[config.mk]
export PLATFORM = sky130hd
export DESIGN_NAME = reg_exec_ctrl_flat
export DESIGN_NICKNAME = d
export VERILOG_FILES = /design/src/rtl/reg_exec_ctrl_if.sv /design/src/rtl/reg_exec_ctrl.sv /design/src/flat_wrapper.sv
export SDC_FILE = /design/constraint.sdc
export NUM_CORES = 1
export LEC_CHECK = 0
export ABC_CLOCK_PERIOD_IN_PS = 4800
export CAP_MARGIN = 20
export CORE_MARGIN = 4
export CORE_UTILIZATION = 35
export CTS_BUF_LIST = sky130_fd_sc_hd__clkbuf_8 sky130_fd_sc_hd__clkbuf_16
export DETAILED_ROUTE_END_ITERATION = 10
export PLACE_DENSITY = 0.7
export SETUP_SLACK_MARGIN = 0.5
export SLEW_MARGIN = 5
export SYNTH_ARGS = -nofsm -noshare
export SYNTH_HDL_FRONTEND = slang
export SYNTH_SLANG_ARGS = --single-unit
[constraint.sdc]
create_clock -name clk -period 4.8 [get_ports clk]
set_clock_uncertainty 0.2 [all_clocks]
set_input_delay 1.44 -clock clk [delete_from_list [all_inputs] [get_ports clk]]
set_output_delay 1.44 -clock clk [all_outputs]
set_load 0.05 [all_outputs]
[src/rtl/reg_exec_ctrl_if.sv]
// Instruction handshake and register-file port bundle for reg_exec_ctrl.
// The slave modport is the controller side.
// The master modport is the CPU/register-file side that feeds it.
interface reg_exec_ctrl_if;
    logic        in_valid;
    logic [15:0] in_instr;
    logic        in_ready;
    logic [2:0]  rf_rd0_addr;
    logic [2:0]  rf_rd1_addr;
    logic [15:0] rf_rd0_data;
    logic [15:0] rf_rd1_data;
    logic        rf_wr_en;
    logic [2:0]  rf_wr_addr;
    logic [15:0] rf_wr_data;
    logic        done;
    logic        flag_z;
    logic        flag_c;
    logic        err;

    modport slave (
        input  in_valid, in_instr, rf_rd0_data, rf_rd1_data,
        output in_ready, rf_rd0_addr, rf_rd1_addr, rf_wr_en, rf_wr_addr,
               rf_wr_data, done, flag_z, flag_c, err
    );

    modport master (
        output in_valid, in_instr, rf_rd0_data, rf_rd1_data,
        input  in_ready, rf_rd0_addr, rf_rd1_addr, rf_wr_en, rf_wr_addr,
               rf_wr_data, done, flag_z, flag_c, err
    );
endinterface

[src/rtl/reg_exec_ctrl.sv]
// Execute/write-back controller sitting between the read ports and the write port
// of the 8x16 register file. Each instruction runs through IDLE -> READ -> EXEC -> WB.
// A handshake taken during WB goes straight back to READ.
// Optional feature macro REG_EXEC_SAT_EN: ADD/ADDI saturate to 16'hFFFF on carry
// and SUB saturates to 16'h0000 on borrow. Without the macro, results wrap.
module reg_exec_ctrl #(
    parameter bit ILLEGAL_HALT = 1'b0
) (
    input  logic            clk,
    input  logic            rst,
    reg_exec_ctrl_if.slave  bus
);

`ifdef REG_EXEC_SAT_EN
    localparam bit SAT_EN = 1'b1;
`else
    localparam bit SAT_EN = 1'b0;
`endif

    localparam logic [3:0] OP_NOP  = 4'd0;
    localparam logic [3:0] OP_ADD  = 4'd1;
    localparam logic [3:0] OP_SUB  = 4'd2;
    localparam logic [3:0] OP_AND  = 4'd3;
    localparam logic [3:0] OP_OR   = 4'd4;
    localparam logic [3:0] OP_XOR  = 4'd5;
    localparam logic [3:0] OP_NOT  = 4'd6;
    localparam logic [3:0] OP_SHL  = 4'd7;
    localparam logic [3:0] OP_SHR  = 4'd8;
    localparam logic [3:0] OP_ADDI = 4'd9;
    localparam logic [3:0] OP_LDI  = 4'd10;

    typedef enum logic [1:0] {IDLE, READ, EXEC, WB} state_t;

    state_t      state, state_nxt;
    logic [15:0] instr_q;
    logic [15:0] result_q;
    logic        z_pend, c_pend;
    logic        flag_z_q, flag_c_q;
    logic        err_q;

    logic [3:0]  op;
    logic        op_write, op_illegal, op_carry;
    logic        hs;
    logic [16:0] alu_raw;
    logic [15:0] alu_res;

    logic        in_ready_c, wr_en_c, done_c, err_c;

    // Raw ALU: bit 16 carries the carry (ADD/ADDI) or the borrow (SUB).
    function automatic logic [16:0] alu_op(input logic [3:0] opc, input logic [15:0] a,
                                           input logic [15:0] b, input logic [8:0] imm);
        logic [16:0] r;
        r = 17'd0;
        case (opc)
            OP_ADD:  r = {1'b0, a} + {1'b0, b};
            OP_SUB:  r = {1'b0, a} - {1'b0, b};
            OP_AND:  r = {1'b0, a & b};
            OP_OR:   r = {1'b0, a | b};
            OP_XOR:  r = {1'b0, a ^ b};
            OP_NOT:  r = {1'b0, ~a};
            OP_SHL:  r = {1'b0, a << b[3:0]};
            OP_SHR:  r = {1'b0, a >> b[3:0]};
            OP_ADDI: r = {1'b0, a} + {11'd0, imm[5:0]};
            OP_LDI:  r = {8'd0, imm};
            default: r = 17'd0;
        endcase
        return r;
    endfunction

    // Clamp ADD/ADDI on carry and SUB on borrow when saturation is built in.
    function automatic logic [15:0] sat_result(input logic [3:0] opc, input logic [16:0] raw);
        logic [15:0] r;
        r = raw[15:0];
        if (SAT_EN && raw[16] && (opc == OP_ADD || opc == OP_ADDI))
            r = 16'hFFFF;
        else if (SAT_EN && raw[16] && opc == OP_SUB)
            r = 16'h0000;
        return r;
    endfunction

    assign op         = instr_q[15:12];
    assign op_write   = (op != OP_NOP) && (op <= OP_LDI);
    assign op_illegal = (op > OP_LDI);
    assign op_carry   = (op == OP_ADD) || (op == OP_SUB) || (op == OP_ADDI);
    assign hs         = bus.in_valid && in_ready_c;
    assign alu_raw    = alu_op(op, bus.rf_rd0_data, bus.rf_rd1_data, instr_q[8:0]);
    assign alu_res    = sat_result(op, alu_raw);

    // State register.
    always_ff @(posedge clk) begin
        if (rst) state <= IDLE;
        else     state <= state_nxt;
    end

    // Next-state logic: a WB handshake chains directly into the next READ.
    always_comb begin
        state_nxt = state;
        case (state)
            IDLE:    if (hs) state_nxt = READ;
            READ:    state_nxt = EXEC;
            EXEC:    state_nxt = WB;
            WB:      state_nxt = hs ? READ : IDLE;
            default: state_nxt = IDLE;
        endcase
    end

    // Instruction latch, result/flag staging in EXEC, flag commit and sticky error in WB.
    always_ff @(posedge clk) begin
        if (rst) begin
            instr_q  <= 16'd0;
            result_q <= 16'd0;
            flag_z_q <= 1'b0;
            flag_c_q <= 1'b0;
            err_q    <= 1'b0;
        end else begin
            if (hs)
                instr_q <= bus.in_instr;
            if (state == EXEC)
                result_q <= alu_res;
            if (state == WB) begin
                if (op_write) flag_z_q <= z_pend;
                if (op_carry) flag_c_q <= c_pend;
                if (ILLEGAL_HALT && op_illegal) err_q <= 1'b1;
            end
        end
    end

    // Pending flags; they are only consumed in the WB that follows EXEC.
    always_ff @(posedge clk) begin
        if (state == EXEC) begin
            z_pend <= (alu_res == 16'd0);
            c_pend <= alu_raw[16];
        end
    end

    // Output decode from the current state.
    always_comb begin
        in_ready_c = 1'b0;
        wr_en_c    = 1'b0;
        done_c     = 1'b0;
        err_c      = err_q;
        case (state)
            IDLE: in_ready_c = !err_q;
            WB: begin
                done_c     = 1'b1;
                wr_en_c    = op_write;
                err_c      = err_q || op_illegal;
                in_ready_c = !(err_q || (ILLEGAL_HALT && op_illegal));
            end
            default: ;
        endcase
    end

    assign bus.in_ready    = in_ready_c;
    assign bus.rf_rd0_addr = instr_q[8:6];
    assign bus.rf_rd1_addr = instr_q[5:3];
    assign bus.rf_wr_en    = wr_en_c;
    assign bus.rf_wr_addr  = instr_q[11:9];
    assign bus.rf_wr_data  = result_q;
    assign bus.done        = done_c;
    assign bus.flag_z      = flag_z_q;
    assign bus.flag_c      = flag_c_q;
    assign bus.err         = err_c;

endmodule

[src/flat_wrapper.sv]
// flat-port wrapper written by rule: the top's interface ports become plain ports
module reg_exec_ctrl_flat 
#(
    parameter bit ILLEGAL_HALT = 1'b0
)
  (clk, rst, bus_in_valid, bus_in_instr, bus_rf_rd0_data, bus_rf_rd1_data, bus_in_ready, bus_rf_rd0_addr, bus_rf_rd1_addr, bus_rf_wr_en, bus_rf_wr_addr, bus_rf_wr_data, bus_done, bus_flag_z, bus_flag_c, bus_err);
  reg_exec_ctrl_if bus_i ();
  input  logic clk;
  input  logic rst;
  input wire logic [$bits(bus_i.in_valid)-1:0] bus_in_valid;
  input wire logic [$bits(bus_i.in_instr)-1:0] bus_in_instr;
  input wire logic [$bits(bus_i.rf_rd0_data)-1:0] bus_rf_rd0_data;
  input wire logic [$bits(bus_i.rf_rd1_data)-1:0] bus_rf_rd1_data;
  output wire logic [$bits(bus_i.in_ready)-1:0] bus_in_ready;
  output wire logic [$bits(bus_i.rf_rd0_addr)-1:0] bus_rf_rd0_addr;
  output wire logic [$bits(bus_i.rf_rd1_addr)-1:0] bus_rf_rd1_addr;
  output wire logic [$bits(bus_i.rf_wr_en)-1:0] bus_rf_wr_en;
  output wire logic [$bits(bus_i.rf_wr_addr)-1:0] bus_rf_wr_addr;
  output wire logic [$bits(bus_i.rf_wr_data)-1:0] bus_rf_wr_data;
  output wire logic [$bits(bus_i.done)-1:0] bus_done;
  output wire logic [$bits(bus_i.flag_z)-1:0] bus_flag_z;
  output wire logic [$bits(bus_i.flag_c)-1:0] bus_flag_c;
  output wire logic [$bits(bus_i.err)-1:0] bus_err;
  assign bus_i.in_valid = bus_in_valid;
  assign bus_i.in_instr = bus_in_instr;
  assign bus_i.rf_rd0_data = bus_rf_rd0_data;
  assign bus_i.rf_rd1_data = bus_rf_rd1_data;
  assign bus_in_ready = bus_i.in_ready;
  assign bus_rf_rd0_addr = bus_i.rf_rd0_addr;
  assign bus_rf_rd1_addr = bus_i.rf_rd1_addr;
  assign bus_rf_wr_en = bus_i.rf_wr_en;
  assign bus_rf_wr_addr = bus_i.rf_wr_addr;
  assign bus_rf_wr_data = bus_i.rf_wr_data;
  assign bus_done = bus_i.done;
  assign bus_flag_z = bus_i.flag_z;
  assign bus_flag_c = bus_i.flag_c;
  assign bus_err = bus_i.err;
  reg_exec_ctrl #(.ILLEGAL_HALT(ILLEGAL_HALT)) u_core (.clk(clk), .rst(rst), .bus(bus_i));
endmodule
==> results of run 1 <==
-- routing by layer --
layer,share of wire (%),wire length (µm)
met4,2.9,584
met2,48,9690
met3,7.3,1480
met5,0,0
met1,42,8450
-- worst max-delay path, delay by kind of cell --
kind | cells | cell delay, ns
and+or+nand+nor | 7 | 1.26
xor gates and xnor gates | 1 | 0.19
adders and majority gates | 1 | 0.31
AOI/OAI and AO/OA | 5 | 0.95
buffers and inverters | 3 | 0.33
-- final cells by class --
type                            instances  area (µm²)  area share [%]
Timing Repair Buffer                  192        1670            22.2
Tap cell                              211         264            3.52
Inverter                               45         174            2.32
Clock inverter                          2        7.51           0.100
Multi-Input combinational cell        575        4460            59.4
Sequential cell                        38         781            10.4
Clock buffer                            6         150            2.00
-- cell families (layout without fill, tap and decap cells) --
| family | count (synthesis) | in the layout |
|---|---|---|
| multiplexers | 55 | 55 |
| adder cells (fa/ha/maj) | 56 | 56 |
| AND/OR/NAND/NOR | 258 | 258 |
| flip-flops | 38 | 38 |
| buffers and inverters | 102 | 245 |
| XOR/XNOR | 15 | 15 |
| AO/OA/AOI/OAI | 191 | 191 |
-- sequential cells by signal, summed over array words and instances, names as in the netlist --
register and flops:
u_core.bus.flag_c 1, u_core.bus.flag_z 1, u_core.bus.rf_wr_data 16, u_core.c_pend 1
u_core.instr_q 16, u_core.state 2, u_core.z_pend 1
-- worst max-delay path by stage --
stage / end / slack (ns)
after global placement: u_core.z_pend / -0.33
final: u_core.z_pend / 0.22
after floorplan: u_core.z_pend / 0.03
after global routing: u_core.z_pend / 0.05
after CTS: u_core.z_pend / 0.24
after detailed placement: u_core.z_pend / -0.33
-- stage by stage --
step | instance area [µm²] | power, mW | setup slack (ns) | std cells
2_1_floorplan | 5620 | 1.57 | 0.0339 | 715
3_3_place_gp | 7060 | 2.15 | -0.331 | 1050
3_5_place_dp | 7060 | 2.17 | -0.332 | 1050
4_1_cts | 7410 | 2.60 | 0.243 | 1067
5_1_grt | 7500 | 2.83 | 0.0528 | 1069
6_report | 7500 | 2.66 | 0.222 | 1069
-- layout by cell type (no fill, tap or decap), types with 10 or more instances in the layout --
cell and n:
nand3_1 11, o21ai_0 17, dfxtp_1 36, nor2_1 75
nand2b_1 14, buf_4 103, a211oi_1 16, nand3b_1 10
ha_1 51, mux2i_1 30, o211ai_1 12, nand2_1 79
xnor2_1 11, a21oi_1 39, mux4_2 14, clkdlybuf4s50_1 69
inv_1 44
-- what timing repair did --
action / in CTS / in global routing
buffers inserted: 9 / 1
endpoints found under the setup margin: 13 / 11
gates resized for setup: 45 / 15
pin swaps: 35 / 17
-- power groups by stage --
stage,logic [mW],registers [mW],clock network [mW]
3_5_place_dp,1.69,0.475,0
2_1_floorplan,0.987,0.581,0
5_1_grt,1.98,0.479,0.371
3_3_place_gp,1.68,0.474,0
4_1_cts,1.78,0.469,0.353
6_report,1.84,0.470,0.349
==> key figures, run 1 <==
Floorplan
  – Die Height: 133 µm
  – Die area: ~0.018 mm²
  – Initial Utilization: about 36%
  – CORE AREA: about 0.015 mm²
  – FP Rows: 45
  – I/O pins: 82
  – Die width: 133 µm

Clocking
  – Clk Latency, worst-skew pair: 0.28 ns
  – Clock Path Buffers: 2
  – Worst-path clk slew: around 0.06 ns
  – CTS buffer count: 5
  – Root Driver: clkbuf_16
  – CTS HTree Levels: 2
  – Clk sinks: 38
  – Cts hold-fix bufs: 0
  – CTS tree: built

Place
  – Post-DP HPWL: ~16000 µm
  – Port Buffer Count: between 80 and 90
  – RePlAce Congestion: about 1

STA
  – Rel. slew slack: 28.4%
  – Max-slew violations: 0
  – Period utilisation layout: between 90 and 100%
  – Highest clock rate: between 200 and 250 MHz
  – Setup TNS: 0 ns
  – RSZ-0062 raised after global routing: true
  – Setup violators final: 0
  – Worst-Margin Slew: ~1.1 ns
  – Final Hold Viols: 0
  – Tmin final: roughly 4.6 ns
  – Min Hold Slack: 0.259 ns

Setup path
  – Crit path kind: input pin to flip-flop
  – Crit-path max cell delay: 0.41 ns
  – Worst EP arrival: between 4 and 5 ns
  – CP Cell Sequence: buf_8, buf_6, nor3_4, nand3_4, nor2_4, buf_6, a41oi_1, xnor2_1, nor2_1, ha_1, and2_1, and3_4, a2111o_1, o211ai_1, o32a_1, o21ai_2, nor4b_2
  – Setup crit end kind: flip-flop
  – Critical Path Start Type: input pin
  – Reg2reg path depth: 16
  – Crit Reg-Reg Startpoint: u_core.instr_q[12]
  – Worst Path Required: ~4.7 ns
  – Most used cell, CP: buf_6
  – RR Endpoint: u_core.bus.rf_wr_data[13]
  – Critical path origin: bus_rf_rd1_data[1]
  – R2R setup slack: ~0.56 ns
  – Crit path max fanout: 3
  – Slowest cell on the critical path: a2111o_1

Logic synthesis
  – Synth Area in Adders: approximately an eighth
  – Synth Area in XOR/XNOR: under 10%
  – Top post-synthesis cells by count: nand2_1, nor2_1, ha_1
  – Seq cells post-synth: 38
  – Post-synthesis cell type count: between 80 and 90
  – Synth Area in Compound Gates: approximately a quarter
  – Syn avg cell area: ~7.7 µm²
  – Yosys top cell by area: dfxtp_1
  – Area fraction of the dominant cell type after synthesis: around an eighth
  – Dominant synthesized flop cell: dfxtp_1
  – Largest family of logic cells by synthesized area: compound AO/OA/AOI/OAI gates
  – Cell with the most instances after synthesis: nand2_1
  – Post-Syn Instances: between 700 and 800
  – Cell area after synthesis: 0.00550 mm²
  – Synth Area in Simple Gates: a little under a quarter
  – Post-synth EDFFs: 2
  – Top cells by area, synth: dfxtp_1, ha_1, mux4_2, mux2i_1, nand2_1
  – Post-synth net total: just over 800
  – Multiplexer share of the synthesized area: between 10 and 15%
  – Synth warnings: 0
  – Ys async rst share: 0%
  – Sequential element share of the synthesized area: between 10% and 20%

Drt
  – Avg WL per Cell: 18.9 µm
  – Routed wire length: 20200 µm
  – Vias per std cell: about 5.7
  – DRC Markers: 0
  – Antenna-violating nets left: 0
  – Iteration-0 DRC Markers: about 540
  – Vias: between 6000 and 7000
  – First-pass DRT Iterations: 5

Global routing
  – Largest net degree at the start of global routing: 44
  – GR Layer Usage met3: under 10%
  – Gr busiest metal: met2
  – Vias in the first global route: ~6000
  – Initial antenna violation count: 0
  – Grt ovf: 0
  – Tot GR Track Use: 22.1%
  – First-pass GRT wire length: around 32000 µm
  – Met2 Usage GRT: 38.2%
  – Met1 usage: around 28%

Pwr
  – Clk pwr share: 13.1%
  – Net Switching: ~1.2 mW
  – Sw frac: ~47%
  – Leak: around 3.1 nW
  – Comb pwr share: ~69%
  – Worst VDD drop: 0.251 mV
  – Seq pwr share: between 10% and 20%
  – Pwr Density: 354 mW/mm²
  – Cell internal pwr: 1.42 mW

Hold path
  – Worst hold path stage count: 2
  – Worst hold path type: flip-flop to flip-flop
  – Min-delay src: u_core.instr_q[11]
  – Hold endpoint: u_core.instr_q[11]

Job
  – MaxCap Viol Count: 0

Cells and area
  – Syn-to-layout area delta: 36.5%
  – Layout Utilization: approximately 49%
  – Share of layout cells above drive strength 1: about 22%
  – Diode count: 0
  – Layout Nets: 964
  – Layout fillers: between 1500 and 2000

Run status
  – Outcome: finished clean
No activity file was read; power rests on OpenSTA's default activity.
==> run 2: changes to the inputs <==
--- a/config.mk
+++ b/config.mk
@@ -7,7 +7,7 @@
 export LEC_CHECK = 0
 export ABC_CLOCK_PERIOD_IN_PS = 4800
 export CAP_MARGIN = 20
-export CORE_MARGIN = 4
+export CORE_MARGIN = 3
 export CORE_UTILIZATION = 35
 export CTS_BUF_LIST = sky130_fd_sc_hd__clkbuf_8 sky130_fd_sc_hd__clkbuf_16
 export DETAILED_ROUTE_END_ITERATION = 10
==> run 2 against run 1 <==
  * Clock-buffer cell count unchanged
  * Sequential power up 0.9%
  * Cell area up 1.6%
  * Cell count up 0.47%
  * Worst setup slack better by 0.023 ns
  * Critical path type unchanged
  * Largest power group unchanged
==> key figures, run 2 (same netlist as run 1, synthesis figures left out) <==
STA
  – RSZ-0062 raised after global routing: true
  – Tmin final: 4.55 ns (-0.0234 ns)
  – Worst-Margin Slew: 1.03 ns (-0.0473 ns)
  – Setup TNS: 0 ns (unchanged)
  – Rel. slew slack: 30.6% (+2.2 points)
  – Max-slew violations: 0 (unchanged)
  – Highest clock rate: 220 MHz (+0.52%)
  – Min Hold Slack: 0.251 ns (-0.00775 ns)
  – Final Hold Viols: 0 (unchanged)
  – Period utilisation layout: 94.9% (-0.49 points)
  – Setup violators final: 0 (unchanged)
  – Worst Slack Setup Final: 0.245 ns (+0.0234 ns)

Setup path
  – Crit path max fanout: 4 (+1)
  – Worst EP arrival: 4.47 ns (-0.02 ns)
  – R2R setup slack: 0.61 ns (+0.05 ns)
  – Critical path origin: bus_rf_rd1_data[0]
  – Critical Path End: u_core.z_pend
  – RR Endpoint: u_core.z_pend
  – Crit Reg-Reg Startpoint: u_core.instr_q[14]
  – Critical Path Start Type: input pin
  – Crit path kind: input pin to flip-flop
  – Worst Path Required: 4.71 ns (about the same)
  – Setup crit end kind: flip-flop
  – Reg2reg path depth: 14 (-2)

Place
  – Port Buffer Count: 81 (unchanged)
  – Post-DP HPWL: 15200 µm (-3.0%)
  – Number of cells in the design after placement: 1049 (-0.095%)
  – Cell Area, Placed: 0.00706 mm² (-0.11%)
  – RePlAce Congestion: 0.954 (-1.9%)
  – Post-Place Worst Slack: -0.386 ns (-0.0541 ns)

Global routing
  – Vias in the first global route: 5819 (-1.6%)
  – Initial antenna violation count: 0 (unchanged)
  – Largest net degree at the start of global routing: 44 (unchanged)
  – Tot GR Track Use: 22.2% (about the same)
  – Grt ovf: 0 (unchanged)
  – First-pass GRT wire length: 31600 µm (-0.39%)

Pwr
  – Comb pwr share: 70.5% (+1.3 points)
  – Pwr Density: 352 mW/mm² (-0.71%)
  – Seq pwr share: 17.7% (about the same)
  – Clk pwr share: 11.9% (-1.2 points)
  – Power consumption: 2.68 mW (+0.83%)
  – Leak: 3.14 nW (+1.1%)
  – Worst VDD drop: 0.210 mV (-17%)
  – Sw frac: 46.7% (+0.15 points)
  – Net Switching: 1.25 mW (+1.2%)
  – Cell internal pwr: 1.43 mW (+0.54%)

Cells and area
  – Layout fillers: 1470 (-4.6%)
  – Most frequent cells in the layout: buf_4, nand2_1, nor2_1
  – Design Area, Final: 0.00762 mm² (+1.6%)
  – Syn-to-layout area delta: 38.7%
  – Most common cell after layout, fill and taps aside: buf_4
  – Layout Nets: 970 (+0.62%)
  – Post-Layout Cell Count: 1074 (+0.47%)
  – Layout Utilization: 49.9% (+0.94 points)
  – Share of layout cells above drive strength 1: 25.4% (+2.9 points)
  – Diode count: 0 (unchanged)

Drt
  – Vias per std cell: 5.70 (about the same)
  – Avg WL per Cell: 18.9 µm (about the same)
  – First-pass DRT Iterations: 7 (+2)
  – DRC Markers: 0 (unchanged)
  – Iteration-0 DRC Markers: 515 (-5.2%)
  – Vias: 6126 (+0.46%)
  – Antenna-violating nets left: 0 (unchanged)
  – Routed wire length: 20300 µm (+0.48%)

Clocking
  – Cts hold-fix bufs: 0 (unchanged)
  – Root Driver: clkbuf_16
  – CTS tree: built
  – Worst-path clk slew: 0.06 ns (about the same)
  – Clock Path Buffers: 2 (unchanged)
  – Clk sinks: 38 (unchanged)
  – CTS buffer count: 5 (unchanged)
  – CTS HTree Levels: 2 (unchanged)
  – Clk Latency, worst-skew pair: 0.28 ns (about the same)

Floorplan
  – Die Height: 131 µm (-1.5%)
  – Die width: 131 µm (-1.5%)
  – Die area: 0.0172 mm² (-3.0%)
  – I/O pins: 82 (unchanged)
  – FP Rows: 45 (unchanged)
  – Initial Utilization: 36.0% (+0.13 points)
  – CORE AREA: 0.0153 mm² (-0.37%)

Hold path
  – Worst hold path type: flip-flop to flip-flop
  – Worst hold path stage count: 2 (unchanged)

Run status
  – Outcome: finished clean

Job
  – MaxCap Viol Count: 0 (unchanged)
==> run 2: power by group through the flow <==
| stage | clock [mW] | sequential, mW | combinational, mW |
|---|---|---|---|
| 2_1_floorplan | 0 | 0.581 | 0.987 |
| 3_3_place_gp | 0 | 0.476 | 1.67 |
| 3_5_place_dp | 0 | 0.476 | 1.69 |
| 4_1_cts | 0.324 | 0.471 | 1.75 |
| 5_1_grt | 0.338 | 0.482 | 2.03 |
| 6_report | 0.318 | 0.474 | 1.89 |
==> run 2: layout make-up <==
class,instances,area (µm²),area share (%)
Clock buffer,6,139,1.82
Multi-Input combinational cell,575,4550,59.7
Timing Repair Buffer,198,1710,22.4
Tap cell,211,264,3.46
Sequential cell,38,781,10.2
Clock inverter,1,3.75,0.0493
Inverter,45,174,2.28
==> run 2: timing repair <==
| item | in CTS | in global routing |
|---|---|---|
| setup endpoints to repair | 14 | 11 |
| pin swaps | 24 | 42 |
| buffers inserted | 7 | 10 |
| resized for setup | 32 | 58 |
==> run 2: worst min path at each step <==
stage | to | from | slack [ns]
detailed placement | u_core.instr_q[10] | u_core.instr_q[10] | 0.25
CTS | u_core.instr_q[10] | u_core.instr_q[10] | 0.25
finish | u_core.instr_q[10] | u_core.instr_q[10] | 0.25
floorplan | u_core.instr_q[10] | u_core.instr_q[10] | 0.24
global route | u_core.instr_q[9] | u_core.instr_q[9] | 0.28
global placement | u_core.instr_q[10] | u_core.instr_q[10] | 0.24
==> run 2: worst max-delay path, stage by stage <==
cell	delay [ns]
buf_8	0.10
buf_6	0.11
nor3_4	0.18
nand3_4	0.12
nor2_4	0.19
nand2_2	0.09
o21ai_2	0.12
xnor2_1	0.13
nor2_1	0.07
ha_1	0.36
nand2b_4	0.10
nor2_1	0.04
o21ai_1	0.12
o2111ai_1	0.16
or4_1	0.57
a21oi_2	0.16
nand4_1	0.13
nor4b_2	0.27
==> run 2: layer usage <==
layer | up-vias | track usage (%) | wire [µm]
li1 | 2908 | - | -
met1 | 2932 | 29.3 | 8680
met2 | 237 | 36.7 | 9720
met3 | 49 | 3.91 | 1170
met4 | 0 | 7.23 | 737
met5 | - | 0 | 0
==> run 3: changes to the inputs <==
--- a/config.mk
+++ b/config.mk
@@ -5,15 +5,16 @@
 export SDC_FILE = /design/constraint.sdc
 export NUM_CORES = 1
 export LEC_CHECK = 0
-export ABC_CLOCK_PERIOD_IN_PS = 4800
+export ABC_CLOCK_PERIOD_IN_PS = 5300
 export CAP_MARGIN = 20
 export CORE_MARGIN = 3
 export CORE_UTILIZATION = 35
 export CTS_BUF_LIST = sky130_fd_sc_hd__clkbuf_8 sky130_fd_sc_hd__clkbuf_16
 export DETAILED_ROUTE_END_ITERATION = 10
-export PLACE_DENSITY = 0.7
+export PLACE_DENSITY = 0.68
 export SETUP_SLACK_MARGIN = 0.5
 export SLEW_MARGIN = 5
 export SYNTH_ARGS = -nofsm -noshare
 export SYNTH_HDL_FRONTEND = slang
 export SYNTH_SLANG_ARGS = --single-unit
+export TNS_END_PERCENT = 20
==> constraint.sdc (replaced) <==
create_clock -name clk -period 5.3 [get_ports clk]
set_clock_uncertainty 0.2 [all_clocks]
set_input_delay 1.59 -clock clk [delete_from_list [all_inputs] [get_ports clk]]
set_output_delay 1.59 -clock clk [all_outputs]
set_load 0.05 [all_outputs]
==> run 3 against run 2 <==
  * Power is 16% lower
  * Hold slack better by 0.0047 ns
  * Die area stayed put
  * Clock power is 7.9% lower
  * Combinational power is 19% lower
  * Worst setup slack better by 0.24 ns
  * Core utilization is 3.0 points lower
  * Clock-buffer cell count stayed put
  * Critical path depth is 1 higher
  * Non-clock buffer count is 41 lower
  * Highest routed layer unchanged
==> key figures, run 3 (same netlist as run 1, synthesis figures left out) <==
Run status
  – Outcome: finished clean

Place
  – Number of cells in the design after placement: 1009 (-3.8%)
  – Cell Area, Placed: 0.00674 mm² (-4.5%)
  – Post-Place Worst Slack: -0.0781 ns (+0.308 ns)
  – Port Buffer Count: 81 (unchanged)
  – RePlAce Congestion: 0.952 (-0.17%)
  – Post-DP HPWL: 14800 µm (-2.7%)

Drt
  – Vias per std cell: 5.74 (+0.71%)
  – Antenna-violating nets left: 0 (unchanged)
  – DRC Markers: 0 (unchanged)
  – First-pass DRT Iterations: 5 (-2)
  – Routed wire length: 19200 µm (-5.4%)
  – Iteration-0 DRC Markers: 535 (+3.9%)
  – Vias: 5940 (-3.0%)
  – Avg WL per Cell: 18.6 µm (-1.7%)

Pwr
  – Worst VDD drop: 0.265 mV (+26%)
  – Pwr Density: 314 mW/mm² (-11%)
  – Power consumption: 2.25 mW (-16%)
  – Leak: 2.95 nW (-6.1%)

Global routing
  – Gr busiest metal: met2
  – Vias in the first global route: 5572 (-4.2%)
  – First-pass GRT wire length: 30200 µm (-4.2%)
  – Met2 Usage GRT: 35.5% (-1.1 points)
  – Met1 usage: 28.9% (-0.44 points)
  – GR Layer Usage met3: 2.76% (-1.1 points)
  – Grt ovf: 0 (unchanged)
  – Largest net degree at the start of global routing: 37 (-16%)
  – Initial antenna violation count: 0 (unchanged)
  – Tot GR Track Use: 21.4% (-0.74 points)

Cells and area
  – Layout Nets: 929 (-4.2%)
  – Design Area, Final: 0.00717 mm² (-5.9%)
  – Share of layout cells above drive strength 1: 18.6% (-6.8 points)
  – Post-Layout Cell Count: 1034 (-3.7%)
  – Syn-to-layout area delta: 30.4%
  – Diode count: 0 (unchanged)
  – Most common cell after layout, fill and taps aside: nand2_1
  – Layout Utilization: 47.0% (-3.0 points)
  – Most frequent cells in the layout: nand2_1, nor2_1, buf_4

Setup path
  – Crit path kind: input pin to flip-flop
  – Critical Path Start Type: input pin
  – Delay-heaviest family, CP: simple AND/OR/NAND/NOR gates
  – Buf/Inv on CP: 3 (+1)
  – R2R setup slack: 0.90 ns (+0.29 ns)
  – Crit Reg-Reg Startpoint: u_core.instr_q[12]
  – Worst path depth: 19 (+1)
  – Worst EP arrival: 4.72 ns (+0.25 ns)
  – Critical Path End: u_core.z_pend
  – Setup crit end kind: flip-flop
  – RR Endpoint: u_core.bus.rf_wr_data[13]
  – Critical path origin: bus_rf_rd1_data[2]
  – Crit path max fanout: 4 (unchanged)
  – Worst Path Required: 5.21 ns (+0.50 ns)
  – Most used cell, CP: buf_6
  – Crit-path max cell delay: 0.56 ns (about the same)
  – Reg2reg path depth: 16 (+2)
  – Slowest cell on the critical path: or4_1
  – CP Cell Sequence: buf_6, buf_6, nor3_4, nand3_2, buf_6, nor2_4, nand2_2, o21ai_2, xnor2_1, nor2_1, ha_1, nand2b_4, nor2_4, o21ai_2, o2111ai_1, or4_1, a21oi_2, nand4_1, nor4b_2

STA
  – Rel. slew slack: 30.5% (-0.097 points)
  – Worst Slack Setup Final: 0.490 ns (+0.244 ns)
  – Max-slew violations: 0 (unchanged)
  – Worst-Margin Slew: 1.03 ns (+0.00143 ns)
  – Setup TNS: 0 ns (unchanged)
  – RSZ-0062 raised after global routing: true
  – Highest clock rate: between 200 and 250 MHz
  – Setup violators final: 0 (unchanged)
  – Tmin final: 4.81 ns
  – Min Hold Slack: 0.256 ns (+0.00467 ns)
  – Period utilisation layout: 90.8%
  – Final Hold Viols: 0 (unchanged)

Floorplan
  – Die Height: 131 µm (unchanged)
  – I/O pins: 82 (unchanged)
  – Die width: 131 µm (unchanged)
  – Initial Utilization: 36.0% (unchanged)
  – Die area: 0.0172 mm² (unchanged)
  – CORE AREA: 0.0153 mm² (unchanged)
  – FP Rows: 45 (unchanged)

Clocking
  – Worst-path clk slew: 0.05 ns (about the same)
  – Root Driver: clkbuf_16
  – CTS HTree Levels: 2 (unchanged)
  – Clk sinks: 38 (unchanged)
  – CTS buffer count: 5 (unchanged)
  – Clk Latency, worst-skew pair: 0.28 ns (about the same)
  – CTS tree: built
  – Clock Path Buffers: 2 (unchanged)
  – Cts hold-fix bufs: 0 (unchanged)

Job
  – MaxCap Viol Count: 0 (unchanged)

Hold path
  – Worst hold path type: flip-flop to flip-flop
  – Min-delay src: u_core.instr_q[10]
==> run 3: cell types whose count changed in the layout (fill, tap and decap cells not counted), moves of 4 or more <==
cell,before,now
a21oi_2,7,3
a211oi_2,8,4
buf_4,108,72
buf_6,9,5
clkbuf_2,4,0
a21oi_1,41,45
==> run 3: routing by layer <==
layer / up-vias / wire length (µm)
met5: - / 0
met3: 44 / 1180
met2: 247 / 9010
li1: 2842 / -
met1: 2807 / 8390
met4: 0 / 648
==> run 3: worst min path at each step <==
stage / to / slack, ns / cells after the start
after floorplan: u_core.instr_q[10] / 0.24 / 2
after global placement: u_core.instr_q[10] / 0.24 / 2
after detailed placement: u_core.instr_q[10] / 0.25 / 2
after CTS: u_core.instr_q[10] / 0.26 / 2
after global routing: u_core.instr_q[11] / 0.28 / 2
final: u_core.instr_q[10] / 0.26 / 2
==> run 3: area by class of cell <==
class                      count  area (µm²)
fill                        1473        8090
multi-input combinational    575        4400
timing repair buffer         157        1400
sequential                    38         781
tap                          211         264
inverter                      45         171
clock buffer                   6         139
clock inverter                 2        8.76
==> run 3: repair_timing <==
item	CTS	global route
buffers inserted	9	7
resized for setup	20	32
gates cloned	0	0
pin swaps	15	28
setup endpoints to repair	8	5
==> run 3: power by group <==
part / internal (mW) / switching, mW
combinational: 0.640 / 0.892
sequential: 0.361 / 0.0650
clock: 0.184 / 0.108
total: 1.19 / 1.07
==> run 3: worst min-delay path: stages (launching register included) <==
cell,delay (ns)
dfxtp_1,0.30
nand2_1,0.05
a21oi_1,0.05
==> RTL change 1: new RTL, settings of run 2 <==
Change the localparam `SAT_EN` from 1'b0 to 1'b1.
--- a/src/rtl/reg_exec_ctrl.sv
+++ b/src/rtl/reg_exec_ctrl.sv
@@ -14,7 +14,7 @@
 `ifdef REG_EXEC_SAT_EN
     localparam bit SAT_EN = 1'b1;
 `else
-    localparam bit SAT_EN = 1'b0;
+    localparam bit SAT_EN = 1'b1;
 `endif
 
     localparam logic [3:0] OP_NOP  = 4'd0;
Function: changed (Yosys sat finds a counterexample within 4 cycles, from zero or initial values and one cycle with rst high).
==> RTL change 1 against run 2 <==
The flow now finishes with violations (negative setup slack); combinational power is 2% higher; total power rose by 1.7%; cell area grew 0.49%; non-clock buffer count grew 18; setup slack got worse by 0.37 ns; global-route usage grew 1.2 points; sequential cell count unchanged; synthesized area shrank 0.41%; routed wire length grew 0.49%; critical path depth decreased by 1; critical path type unchanged; highest routed layer unchanged.
==> RTL change 1: results (changes against run 2) <==
metric,value,unit,change
met2 usage,37.54,%,+0.88 points
Data buffer area share,23.97,%,+1.6 points
via count,6381,,+4.2%
comb_multi_in,575,,unchanged
setup_tns,-0.1861,ns,-0.1861 ns
Pint,1.445,mW,+1.1%
1st-iter DRT viols,631,,+23%
die area,17180,um2,-0.39%
Buffers excl. clock,216,,+9.1%
Final HPWL DP,15920,um,+4.7%
Vias per Instance,5.854,,+2.6%
slowest library cell on the worst path,or4_4,,
Final #Nets,985,,+1.5%
"Seq/Total Area, Yosys",14.26,%,+0.058 points
main area contributors after synthesis,"dfxtp_1, ha_1, mux4_2, nand2_1, a21oi_1",,
Inverters,42,,-6.7%
worst vdd ir,473.7,uV,+130%
met3 Usage GRT,3.201,%,-0.70 points
CP startpoint,bus_rf_rd1_data[2],,
DRT met1 WL,8613,um,-0.74%
Final clock-cell share,1.928,%,+0.056 points
failing checks,negative setup slack,,
met3 routed WL,1454,um,+24%
Post-DP Area,7238,um2,+2.6%
Worst EP arrival,4.82,ns,+0.35 ns
GRT Overall Usage,23.36,%,+1.2 points
Pleak,3.206,nW,+1.9%
RR Startpoint,u_core.instr_q[13]$_SDFFE_PP0P_,,
Placed Instances,1068,,+1.8%
xor/xnor share of the synthesized area,1.120,%,-1.3 points
vias in the first global route,5975,,+2.7%
Worst Reg-to-Reg Cells,13,,-1
fraction of area in multi-input gates,58.37,%,-1.4 points
Adder-Cell Fraction of Synth Area,12.94,%,+0.053 points
Final setup viols,3,,+3
CTS resizes,34,,+6.3%
R2R Setup Slk,0.63,ns,+0.02 ns
part of the power in registers,17.3,%,-0.4 points
compound-cell area share of the yosys netlist,28.46,%,+4.2 points
Post-Syn Nets,814,,-0.97%
Routed met2 length,9298,um,-4.4%
routed wire length,20410,um,+0.49%
dpl ws,-0.7101,ns,-0.3239 ns
first-pass GRT wire length,31620,um,+0.15%
layout cell share with drive strength beyond 1,25.48,%,+0.11 points
Slew HR,19.88,%,-11 points
fin area,7659,um2,+0.49%
"top cells by count, synth","nand2_1, ha_1, a21oi_1",,
Synth Area per Inst,7.743,um2,+0.72%
crit-path max cell delay,0.47,ns,-0.10 ns
post-synthesis cell type count,79,,-7.1%
outcome,finished with violations,,
mux contribution to synthesized area,12.57,%,-1.2 points
Final WS setup,-0.1225,ns,-0.3678 ns
TritonRoute pass-1 iters,6,,-1
Final Wtd Congestion,1.008,,+5.7%
CTS Buffer Depth,2,,unchanged
GRT met1 Usage,30.84,%,+1.5 points
==> RTL change 1: how the worst min path moves through the flow <==
stage                                    startpoint                               to  slack (ns)  cells after the start
finish              u_core.instr_q[11]$_SDFFE_PP0P_  u_core.instr_q[11]$_SDFFE_PP0P_        0.26                      2
global route         u_core.bus.flag_c$_SDFFE_PP0P_   u_core.bus.flag_c$_SDFFE_PP0P_        0.28                      2
CTS                 u_core.instr_q[11]$_SDFFE_PP0P_  u_core.instr_q[11]$_SDFFE_PP0P_        0.26                      2
detailed placement  u_core.instr_q[11]$_SDFFE_PP0P_  u_core.instr_q[11]$_SDFFE_PP0P_        0.25                      2
global placement    u_core.instr_q[10]$_SDFFE_PP0P_  u_core.instr_q[10]$_SDFFE_PP0P_        0.24                      2
floorplan           u_core.instr_q[10]$_SDFFE_PP0P_  u_core.instr_q[10]$_SDFFE_PP0P_        0.24                      2
==> RTL change 2: new RTL, settings of run 2 <==
Without the edit above. Re-encode `state_t` (4 states) as one-hot, 4 bits wide.
--- a/src/rtl/reg_exec_ctrl.sv
+++ b/src/rtl/reg_exec_ctrl.sv
@@ -29,7 +29,7 @@
     localparam logic [3:0] OP_ADDI = 4'd9;
     localparam logic [3:0] OP_LDI  = 4'd10;
 
-    typedef enum logic [1:0] {IDLE, READ, EXEC, WB} state_t;
+    typedef enum logic [3:0] {IDLE = 4'b0001, READ = 4'b0010, EXEC = 4'b0100, WB = 4'b1000} state_t;
 
     state_t      state, state_nxt;
     logic [15:0] instr_q;
Check against the original RTL: no difference found for any inputs over 10 cycles, from zero or initial values and one cycle with rst high; not proved beyond that.
==> RTL change 2 against run 2 <==
Cell area rose by 6.4%; critical path depth unchanged; via count increased by 7.7%; routed wire length up 9.9%; sequential cell count rose by 2; register-to-register slack improved by 0.12 ns; setup slack better by 0.069 ns; non-clock buffer count grew 29; synthesized area up 3.2%; largest cell class unchanged.
Power is not compared: it rests on default switching activity, and its combinational part moved more than twofold at a synthesized area within 25%.
==> RTL change 2: results (changes against run 2) <==
metric,value,unit,change
outcome,"finished, final reports clean",,
first-pass GRT wire length,34010,um,+7.7%
Pint,965.0,uW,
layout cell share with drive strength beyond 1,27.54,%,+2.2 points
Worst EP arrival,4.33,ns,-0.14 ns
total number of yosys warnings,0,,unchanged
vias in the first global route,6115,,+5.1%
hold endpoint,u_core.bus.flag_c$_SDFFE_PP0P_,,
Hold WC Path Type,reg -> reg,,
initial antenna violation count,0,,unchanged
# fillers,1492,,+1.5%
R2R Setup Slk,0.73,ns,+0.12 ns
Post-DP Area,7516,um2,+6.5%
hold path start,u_core.bus.flag_c$_SDFFE_PP0P_,,
routed wire length,22320,um,+9.9%
end of the worst register-to-register path,u_core.z_pend$_DFFE_PP_,,
Crit. End Element,register,,
Final Wtd Congestion,1.033,,+8.3%
Final #Nets,1007,,+3.8%
post-synthesis cell type count,83,,-2.4%
Clock Latency Late Sink,0.28,ns,about the same
GRT Overall Usage,23.96,%,+1.8 points
1st-iter DRT viols,711,,+38%
Final HPWL DP,17470,um,+15%
"Seq/Total Area, Yosys",14.47,%,+0.26 points
P_seq,357,uW,
worst-path maximum fanout,5,,+1
main area contributors after synthesis,"dfxtp_1, ha_1, mux2i_1, nor2_1, mux4_2",,
via count,6597,,+7.7%
dpl ws,-0.6803,ns,-0.2941 ns
Port-buffer cells,81,,unchanged
slowest library cell on the worst path,nor4_4,,
largest net degree at the start of global routing,39,,-11%
cells after synthesis,725,,+1.4%
sequential cell area,820.8,um2,+5.1%
Slew HR,33.45,%,+2.8 points
Post-Syn Nets,829,,+0.85%
"delay-heaviest family, CP",simple AND/OR/NAND/NOR gates,,
"top cells by count, synth","nor2_1, mux2i_1, ha_1",,
crit-path max cell delay,0.38,ns,-0.19 ns
fmax,222.9,MHz,+1.5%
"non-filler cells, final",1115,,+3.8%
Hold WS,0.2916,ns,+0.04023 ns
root buf cell,clkbuf_16,,
Num CTS Buffers,5,,unchanged
[RTL change 2: changes by cell type in the layout (fill, tap and decap cells not counted), sizes merged, moves of 7 or more]
cell | before | now
nor2 | 76 | 95
a211o | 9 | 0
a2bb2oi | 4 | 12
mux2i | 31 | 61
buf | 120 | 152
a211oi | 26 | 18
o22ai | 4 | 11
a21oi | 48 | 36
nand2 | 79 | 46
[RTL change 2: area by class of cell]
class | instances | share of cell area [%]
Multi-Input combinational cell | 586 | 58.82
Timing Repair Buffer | 227 | 23.85
Sequential cell | 40 | 10.12
Tap cell | 211 | 3.255
Inverter | 43 | 2.237
Clock buffer | 5 | 1.543
Clock inverter | 3 | 0.1697
[RTL change 2: logic make-up (layout without fill, tap and decap cells)]
group / Yosys count / after routing / share of synthesized area [%]
and+or+nand+nor: 258 / 258 / 22.89
xor gates and xnor gates: 7 / 7 / 1.081
DFF: 40 / 40 / 14.47
muxes: 82 / 82 / 17.97
AOI/OAI and AO/OA: 186 / 186 / 23.26
adders and majority gates: 53 / 53 / 11.82
buffers and inverters: 99 / 278 / 8.511
[RTL change 2: layer usage]
metal	up-vias	share of wire, %	wire length, um	global-route usage (%)
li1	3066	-	-	-
met1	3122	42	9430	31.67
met2	331	45	10080	38.77
met3	78	7.2	1616	3.323
met4	0	5.3	1193	11.03
met5	-	0	0	0
[RTL change 2: repair_timing]
item                       CTS  global route
hold buffers                 0             0
resized for setup           65            32
hold endpoints to repair     0             0
pin swaps                   28            32
buffers inserted            12             7
setup endpoints to repair   14            11
